===== src/rtl/renkon_accum_ctrl_if.sv =====
// Handshake, buffer and accumulator control bundle between the stream feeder,
// the renkon accumulator controller and the accumulator/partial-sum buffer pair.
interface renkon_accum_ctrl_if #(
  parameter int CHWIDTH = 10,
  parameter int PXWIDTH = 12
);
  logic               start;
  logic [CHWIDTH-1:0] n_in;
  logic [PXWIDTH-1:0] n_pix;
  logic               busy;
  logic               done;
  logic               in_valid;
  logic               in_ready;
  logic               mem_rd_en;
  logic [PXWIDTH-1:0] mem_raddr;
  logic               mem_we;
  logic [PXWIDTH-1:0] mem_waddr;
  logic               acc_reset;
  logic               acc_out_en;
  logic               out_valid;
  logic               out_last;

  modport master (
    output start, n_in, n_pix, in_valid,
    input  busy, done, in_ready, mem_rd_en, mem_raddr, mem_we, mem_waddr,
           acc_reset, acc_out_en, out_valid, out_last
  );

  modport slave (
    input  start, n_in, n_pix, in_valid,
    output busy, done, in_ready, mem_rd_en, mem_raddr, mem_we, mem_waddr,
           acc_reset, acc_out_en, out_valid, out_last
  );
endinterface


===== src/rtl/renkon_accum_ctrl.sv =====
// Sequencer for one output map: n_in accumulate passes of n_pix pixels through
// the partial-sum buffer, then a flush pass driving the accumulator output latch.
module renkon_accum_ctrl #(
  parameter int CHWIDTH = 10,
  parameter int PXWIDTH = 12
) (
  input logic                clk,
  input logic                xrst,
  renkon_accum_ctrl_if.slave bus
);

  typedef enum logic [2:0] {
    S_IDLE,
    S_ACCUM,
    S_FLUSH,
    S_DRAIN,
    S_DONE
  } state_t;

  localparam logic [CHWIDTH-1:0] CH_ONE = CHWIDTH'(1);
  localparam logic [PXWIDTH-1:0] PX_ONE = PXWIDTH'(1);

  state_t state, next_state;

  logic [CHWIDTH-1:0] n_in_q, ch, ch_max;
  logic [PXWIDTH-1:0] n_pix_q, px, px_max;
  logic               drain_cnt;
  logic               bubble_q;
  logic               px_last, ch_last;

  logic               in_ready_c, accept_c, rd_en_c;
  logic [PXWIDTH-1:0] raddr_c;

  logic               busy_q, done_q;
  logic               mem_we_q, acc_reset_q;
  logic [PXWIDTH-1:0] mem_waddr_q;
  logic               acc_out_en_q, last_s1_q;
  logic               out_valid_q, out_last_q;

  assign ch_max  = n_in_q - CH_ONE;
  assign px_max  = n_pix_q - PX_ONE;
  assign px_last = (px == px_max);
  assign ch_last = (ch == ch_max);

  // NOTE: sequential state uses non-blocking assignments so every flop samples
  // pre-edge values regardless of process evaluation order.
  always_ff @(posedge clk or negedge xrst) begin
    if (!xrst) state <= S_IDLE;
    else       state <= next_state;
  end

  // NOTE: every combinational output gets a default first so no path can infer a latch.
  always_comb begin
    next_state = state;
    case (state)
      S_IDLE: begin
        if (bus.start) begin
          if ((bus.n_in == '0) || (bus.n_pix == '0)) next_state = S_DONE;
          else                                       next_state = S_ACCUM;
        end
      end
      S_ACCUM: if (accept_c && ch_last && px_last) next_state = S_FLUSH;
      S_FLUSH: if (px_last)   next_state = S_DRAIN;
      S_DRAIN: if (drain_cnt) next_state = S_DONE;
      S_DONE:  next_state = S_IDLE;
      default: next_state = S_IDLE;
    endcase
  end

  // With a single pixel per pass, the bubble after each accept keeps the next
  // read of address 0 from overlapping the write still in flight.
  always_comb begin
    in_ready_c = (state == S_ACCUM) && !bubble_q;
    accept_c   = in_ready_c && bus.in_valid;
    rd_en_c    = accept_c || (state == S_FLUSH);
    raddr_c    = rd_en_c ? px : '0;
  end

  assign bus.in_ready  = in_ready_c;
  assign bus.mem_rd_en = rd_en_c;
  assign bus.mem_raddr = raddr_c;

  always_ff @(posedge clk or negedge xrst) begin
    if (!xrst) begin
      n_in_q    <= '0;
      n_pix_q   <= '0;
      ch        <= '0;
      px        <= '0;
      drain_cnt <= 1'b0;
      bubble_q  <= 1'b0;
    end else begin
      if (state == S_IDLE && bus.start) begin
        n_in_q  <= bus.n_in;
        n_pix_q <= bus.n_pix;
        ch      <= '0;
        px      <= '0;
      end else if (accept_c) begin
        if (px_last) begin
          px <= '0;
          ch <= ch + CH_ONE;
        end else begin
          px <= px + PX_ONE;
        end
      end else if (state == S_FLUSH) begin
        px <= px_last ? '0 : px + PX_ONE;
      end
      drain_cnt <= (state == S_DRAIN) && !drain_cnt;
      bubble_q  <= accept_c && (n_pix_q == PX_ONE);
    end
  end

  // Write-back and flush pipelines trail the read by one and two cycles,
  // matching the buffer read latency and the accumulator output latch.
  always_ff @(posedge clk or negedge xrst) begin
    if (!xrst) begin
      busy_q       <= 1'b0;
      done_q       <= 1'b0;
      mem_we_q     <= 1'b0;
      mem_waddr_q  <= '0;
      acc_reset_q  <= 1'b0;
      acc_out_en_q <= 1'b0;
      last_s1_q    <= 1'b0;
      out_valid_q  <= 1'b0;
      out_last_q   <= 1'b0;
    end else begin
      busy_q       <= (next_state != S_IDLE);
      done_q       <= (state == S_DONE);
      mem_we_q     <= accept_c;
      mem_waddr_q  <= accept_c ? px : '0;
      acc_reset_q  <= accept_c && (ch == '0);
      acc_out_en_q <= (state == S_FLUSH);
      last_s1_q    <= (state == S_FLUSH) && px_last;
      out_valid_q  <= acc_out_en_q;
      out_last_q   <= last_s1_q;
    end
  end

  assign bus.busy       = busy_q;
  assign bus.done       = done_q;
  assign bus.mem_we     = mem_we_q;
  assign bus.mem_waddr  = mem_waddr_q;
  assign bus.acc_reset  = acc_reset_q;
  assign bus.acc_out_en = acc_out_en_q;
  assign bus.out_valid  = out_valid_q;
  assign bus.out_last   = out_last_q;

endmodule


===== src/flat_wrapper.sv =====
// flat-port wrapper written by rule: the top's interface ports become plain ports
module renkon_accum_ctrl_flat 
#(
  parameter int CHWIDTH = 10,
  parameter int PXWIDTH = 12
)
  (clk, xrst, bus_start, bus_n_in, bus_n_pix, bus_in_valid, bus_busy, bus_done, bus_in_ready, bus_mem_rd_en, bus_mem_raddr, bus_mem_we, bus_mem_waddr, bus_acc_reset, bus_acc_out_en, bus_out_valid, bus_out_last);
  renkon_accum_ctrl_if #(.CHWIDTH(CHWIDTH), .PXWIDTH(PXWIDTH)) bus_i ();
  input logic clk;
  input logic xrst;
  input wire logic [$bits(bus_i.start)-1:0] bus_start;
  input wire logic [$bits(bus_i.n_in)-1:0] bus_n_in;
  input wire logic [$bits(bus_i.n_pix)-1:0] bus_n_pix;
  input wire logic [$bits(bus_i.in_valid)-1:0] bus_in_valid;
  output wire logic [$bits(bus_i.busy)-1:0] bus_busy;
  output wire logic [$bits(bus_i.done)-1:0] bus_done;
  output wire logic [$bits(bus_i.in_ready)-1:0] bus_in_ready;
  output wire logic [$bits(bus_i.mem_rd_en)-1:0] bus_mem_rd_en;
  output wire logic [$bits(bus_i.mem_raddr)-1:0] bus_mem_raddr;
  output wire logic [$bits(bus_i.mem_we)-1:0] bus_mem_we;
  output wire logic [$bits(bus_i.mem_waddr)-1:0] bus_mem_waddr;
  output wire logic [$bits(bus_i.acc_reset)-1:0] bus_acc_reset;
  output wire logic [$bits(bus_i.acc_out_en)-1:0] bus_acc_out_en;
  output wire logic [$bits(bus_i.out_valid)-1:0] bus_out_valid;
  output wire logic [$bits(bus_i.out_last)-1:0] bus_out_last;
  assign bus_i.start = bus_start;
  assign bus_i.n_in = bus_n_in;
  assign bus_i.n_pix = bus_n_pix;
  assign bus_i.in_valid = bus_in_valid;
  assign bus_busy = bus_i.busy;
  assign bus_done = bus_i.done;
  assign bus_in_ready = bus_i.in_ready;
  assign bus_mem_rd_en = bus_i.mem_rd_en;
  assign bus_mem_raddr = bus_i.mem_raddr;
  assign bus_mem_we = bus_i.mem_we;
  assign bus_mem_waddr = bus_i.mem_waddr;
  assign bus_acc_reset = bus_i.acc_reset;
  assign bus_acc_out_en = bus_i.acc_out_en;
  assign bus_out_valid = bus_i.out_valid;
  assign bus_out_last = bus_i.out_last;
  renkon_accum_ctrl #(.CHWIDTH(CHWIDTH), .PXWIDTH(PXWIDTH)) u_core (.clk(clk), .xrst(xrst), .bus(bus_i));
endmodule

===== config.mk =====
export PLATFORM = sky130hd
export DESIGN_NAME = renkon_accum_ctrl_flat
export DESIGN_NICKNAME = d
export VERILOG_FILES = /design/src/rtl/renkon_accum_ctrl_if.sv /design/src/rtl/renkon_accum_ctrl.sv /design/src/flat_wrapper.sv
export SDC_FILE = /design/constraint.sdc
export NUM_CORES = 1
export LEC_CHECK = 0
export ABC_AREA = 1
export CAP_MARGIN = 20
export CORE_MARGIN = 4
export CORE_UTILIZATION = 45
export CTS_CLUSTER_SIZE = 14
export DETAILED_ROUTE_END_ITERATION = 10
export GPL_ROUTABILITY_DRIVEN = 0
export PLACE_DENSITY = 0.68
export SYNTH_ARGS = -nofsm -noshare
export SYNTH_HDL_FRONTEND = slang
export SYNTH_SLANG_ARGS = --single-unit

===== constraint.sdc =====
create_clock -name clk -period 4.05 [get_ports clk]
set_input_delay 0.81 -clock clk [delete_from_list [all_inputs] [get_ports clk]]
set_output_delay 0.81 -clock clk [all_outputs]
set_load 0.005 [all_outputs]

==> reports/metrics.yaml <==
placed_design:
  placed_area_sq_um: 4717
  dp.final_hpwl_um: 7208
  portBuffers: 58
die:
  num_io_pins: 59
  start_util_pct: 46.23
  coreArea_sq_um: 8721
  fp-row-count: 34
  die_y_um: 102.7
  die_area_sq_um: 10540
  fp.dieW_um: 102.7
setup_path:
  rr_worst_depth: 17
  path_class: "primary input to output port"
  cp-startpoint: "bus_in_valid"
  start_kind: "primary input"
  r2r-start: "u_core.n_pix_q[0]"
  rrSetupSlack_ps: 1770
  worstPathMaxFanout: 17
  worstPathRequired_ps: 3240
  crit_end: "bus_mem_raddr[10]"
  cp-end-kind: "output port"
  cp.arrival_ps: 2490
  r2r-end: "u_core.bus.busy"
outcome:
  status: "complete, no violations"
pwr:
  peakVddDrop_mv: 0.1554
  power_density_nw_per_um2: 269.4
  p_leak_uw: 0.002394
timing:
  clock.fmax_mhz: 303.4
  fin_crit_ps: 3296
  skew_ps: 10.67
  slew_violations: 0
  finalHoldViolations: 0
  rsz0062_at_grt: "no"
  final-setup-viol-count: 0
  period_share_pct: 81.37
  finalSetupTns_ps: 0
  max_slew_margin_pct: 40.51
  worstMarginPinSlew_ps: 892.4
drt:
  drt-total-wl_um: 9487
  antenna_left: 0
  via_count: 3567
  post-route-drc-count: 0
  firstDrtPassIters: 4
  post_drt_via_cell_ratio: 5.024
  drt-initial-drc-count: 158
  routedWlPerCell_um: 13.36
synth:
  syn_area_per_cell_sq_um: 7.493
  synth_cells: 538
  synth_edf_count: 0
  async_reset_ff_share_pct: 100.0
  syn_area_sq_um: 4031
  synth_ff_type: "dfrtp_1"
  synth_seq_cells: 69
  yosysSeqAreaShare_pct: 42.83
  syn_nets: 570
  synthDistinctLibCells: 37
  ys_warn_count: 0
layout:
  fillers: 802
  drive_above_1_share_pct: 9.468
  n_antenna_cell: 0
  fin_area_sq_um: 4928
  nets: 629
  areaGrowthSynthToFinish_pct: 22.25
grt:
  grt_max_degree: 41
  grt_pass1_vias: 3632
  grt_pass1_wl_um: 16370
  grt_remaining_overflow: 0
  grt_usage_pct: 19.60
  antenna_found_initial: 0
min_path:
  min_path_type: "flop to flop"
clock_network:
  max-clock-path-buffers: 2
  cts.sinks: 69
  clk_pin_slew_ps: 70
  cts_tree: "built"
  cts_resized: 0
  cts_hold_buf: 0
  numCtsBuffers: 9
  htreeDepth: 3
  clk_latency_ps: 340
  post_cts.repair.setup_buffers: 0
  cts_root_buffer: "clkbuf_8"
flow_run:
  max_cap_violations: 0
[state kept, by name, summed over array words and instances (netlist names)]
name                   cells
u_core.n_in_q             10
u_core.drain_cnt           1
u_core.bus.acc_out_en      1
u_core.state               3
u_core.bus.out_valid       1
u_core.px                 12
u_core.bus.done            1
u_core.last_s1_q           1
u_core.bus.mem_waddr      12
u_core.bus.mem_we          1
u_core.bus.busy            1
u_core.bus.acc_reset       1
u_core.ch                 10
u_core.bus.out_last        1
u_core.n_pix_q            12
u_core.bubble_q            1
[report_power, final]
group | total (uW) | internal, uW | leakage (uW) | switching (uW)
clock network | 595 | 335 | 0.000106 | 260
logic | 44.6 | 22.7 | 0.00143 | 21.8
registers | 689 | 689 | 0.000856 | 0
[synthesized netlist by cell type, drive strengths merged (2+ instances only)]
master / number / area (sq um)
a21oi: 9 / 45.04
buf: 2 / 12.51
clkbuf: 13 / 50.04
dfrtp: 69 / 1727
ha: 6 / 75.07
inv: 68 / 255.3
nand2: 157 / 624.3
nand3: 39 / 212.7
nand3b: 3 / 22.52
nand4: 19 / 125.1
nor2: 74 / 335.3
nor3: 12 / 70.07
nor4: 8 / 50.05
o21ai: 22 / 121.4
o21bai: 3 / 22.52
xnor2: 5 / 43.79
xor2: 22 / 192.7
[how the worst min path moves through the flow]
stage                startpoint  slack [ps]                   to  cells past startpoint
2_1_floorplan  u_core.last_s1_q         330  u_core.bus.out_last                      0
3_3_place_gp   u_core.last_s1_q         350  u_core.bus.out_last                      0
3_5_place_dp   u_core.last_s1_q         340  u_core.bus.out_last                      0
4_1_cts        u_core.last_s1_q         360  u_core.bus.out_last                      0
5_1_grt        u_core.last_s1_q         360  u_core.bus.out_last                      0
6_report       u_core.last_s1_q         360  u_core.bus.out_last                      0
[cell type report]
cell class	instances	area [sq um]	share of cell area [%]
clock buffers	13	168.9	3.427
repair buffers	63	613.1	12.44
inverters	69	259.0	5.255
multi-input cells	385	1983	40.24
clock inverters	3	42.54	0.8632
flip-flops and latches	69	1727	35.03
well taps	108	135.1	2.742
[critical path: stages]
cell and delay [ps]:
clkdlybuf4s50_1 470, nand4_2 100, buf_4 220, nand2_1 110, inv_2 130, nor2_1 130
clkdlybuf4s50_1 520
[stage by stage]
step           utilization, %  instances  hold WS (ps)  total power, uW  setup slack, ps
6_report                56.51        710         355.5             1328            754.3
5_1_grt                 56.51        710         359.3             1378            641.7
4_1_cts                 56.51        710         357.8             1350            730.4
3_5_place_dp            54.09        694         341.3            748.0            742.5
3_3_place_gp            54.09        694         345.8            747.7            782.4
2_1_floorplan               -        538         331.2            703.6             1736
[cells in the final DEF (no fill, tap or decap), types with 2 or more instances in the layout]
| cell type | instances |
|---|---|
| buf_4 | 5 |
| o21bai_1 | 3 |
| nand2_4 | 2 |
| nor2_4 | 6 |
| inv_2 | 7 |
| nor3_2 | 2 |
| inv_1 | 61 |
| nand4_1 | 18 |
| nor3_1 | 10 |
| a21oi_1 | 9 |
| nand2_1 | 147 |
| nor4_1 | 8 |
| xor2_1 | 22 |
| nand3b_1 | 3 |
| nand3_1 | 37 |
| clkdlybuf4s50_1 | 57 |
| dfrtp_1 | 69 |
| xnor2_1 | 5 |
| o21ai_0 | 20 |
| nor2_2 | 5 |
| ha_1 | 6 |
| nor2_1 | 63 |
| nand2_2 | 8 |
| clkbuf_8 | 12 |
[cells by family (layout without fill, tap and decap cells)]
| logic type | after synthesis | in the layout | synth area share, % |
|---|---|---|---|
| DFF | 69 | 69 | 42.83 |
| AOI/OAI and AO/OA | 37 | 37 | 5.214 |
| adders and majority gates | 6 | 6 | 1.862 |
| buffers and inverters | 84 | 148 | 7.976 |
| xor gates and xnor gates | 27 | 27 | 5.866 |
| and+or+nand+nor | 315 | 315 | 36.25 |
[routing by layer]
layer	track usage (%)	vias up	part of all wire, %
met5	0	-	0
met4	4.844	0	0.74
met3	4.465	6	4.2
met2	35.25	58	52
met1	23.68	1679	43
li1	-	1824	-
Power figures use the tool's default switching activity.
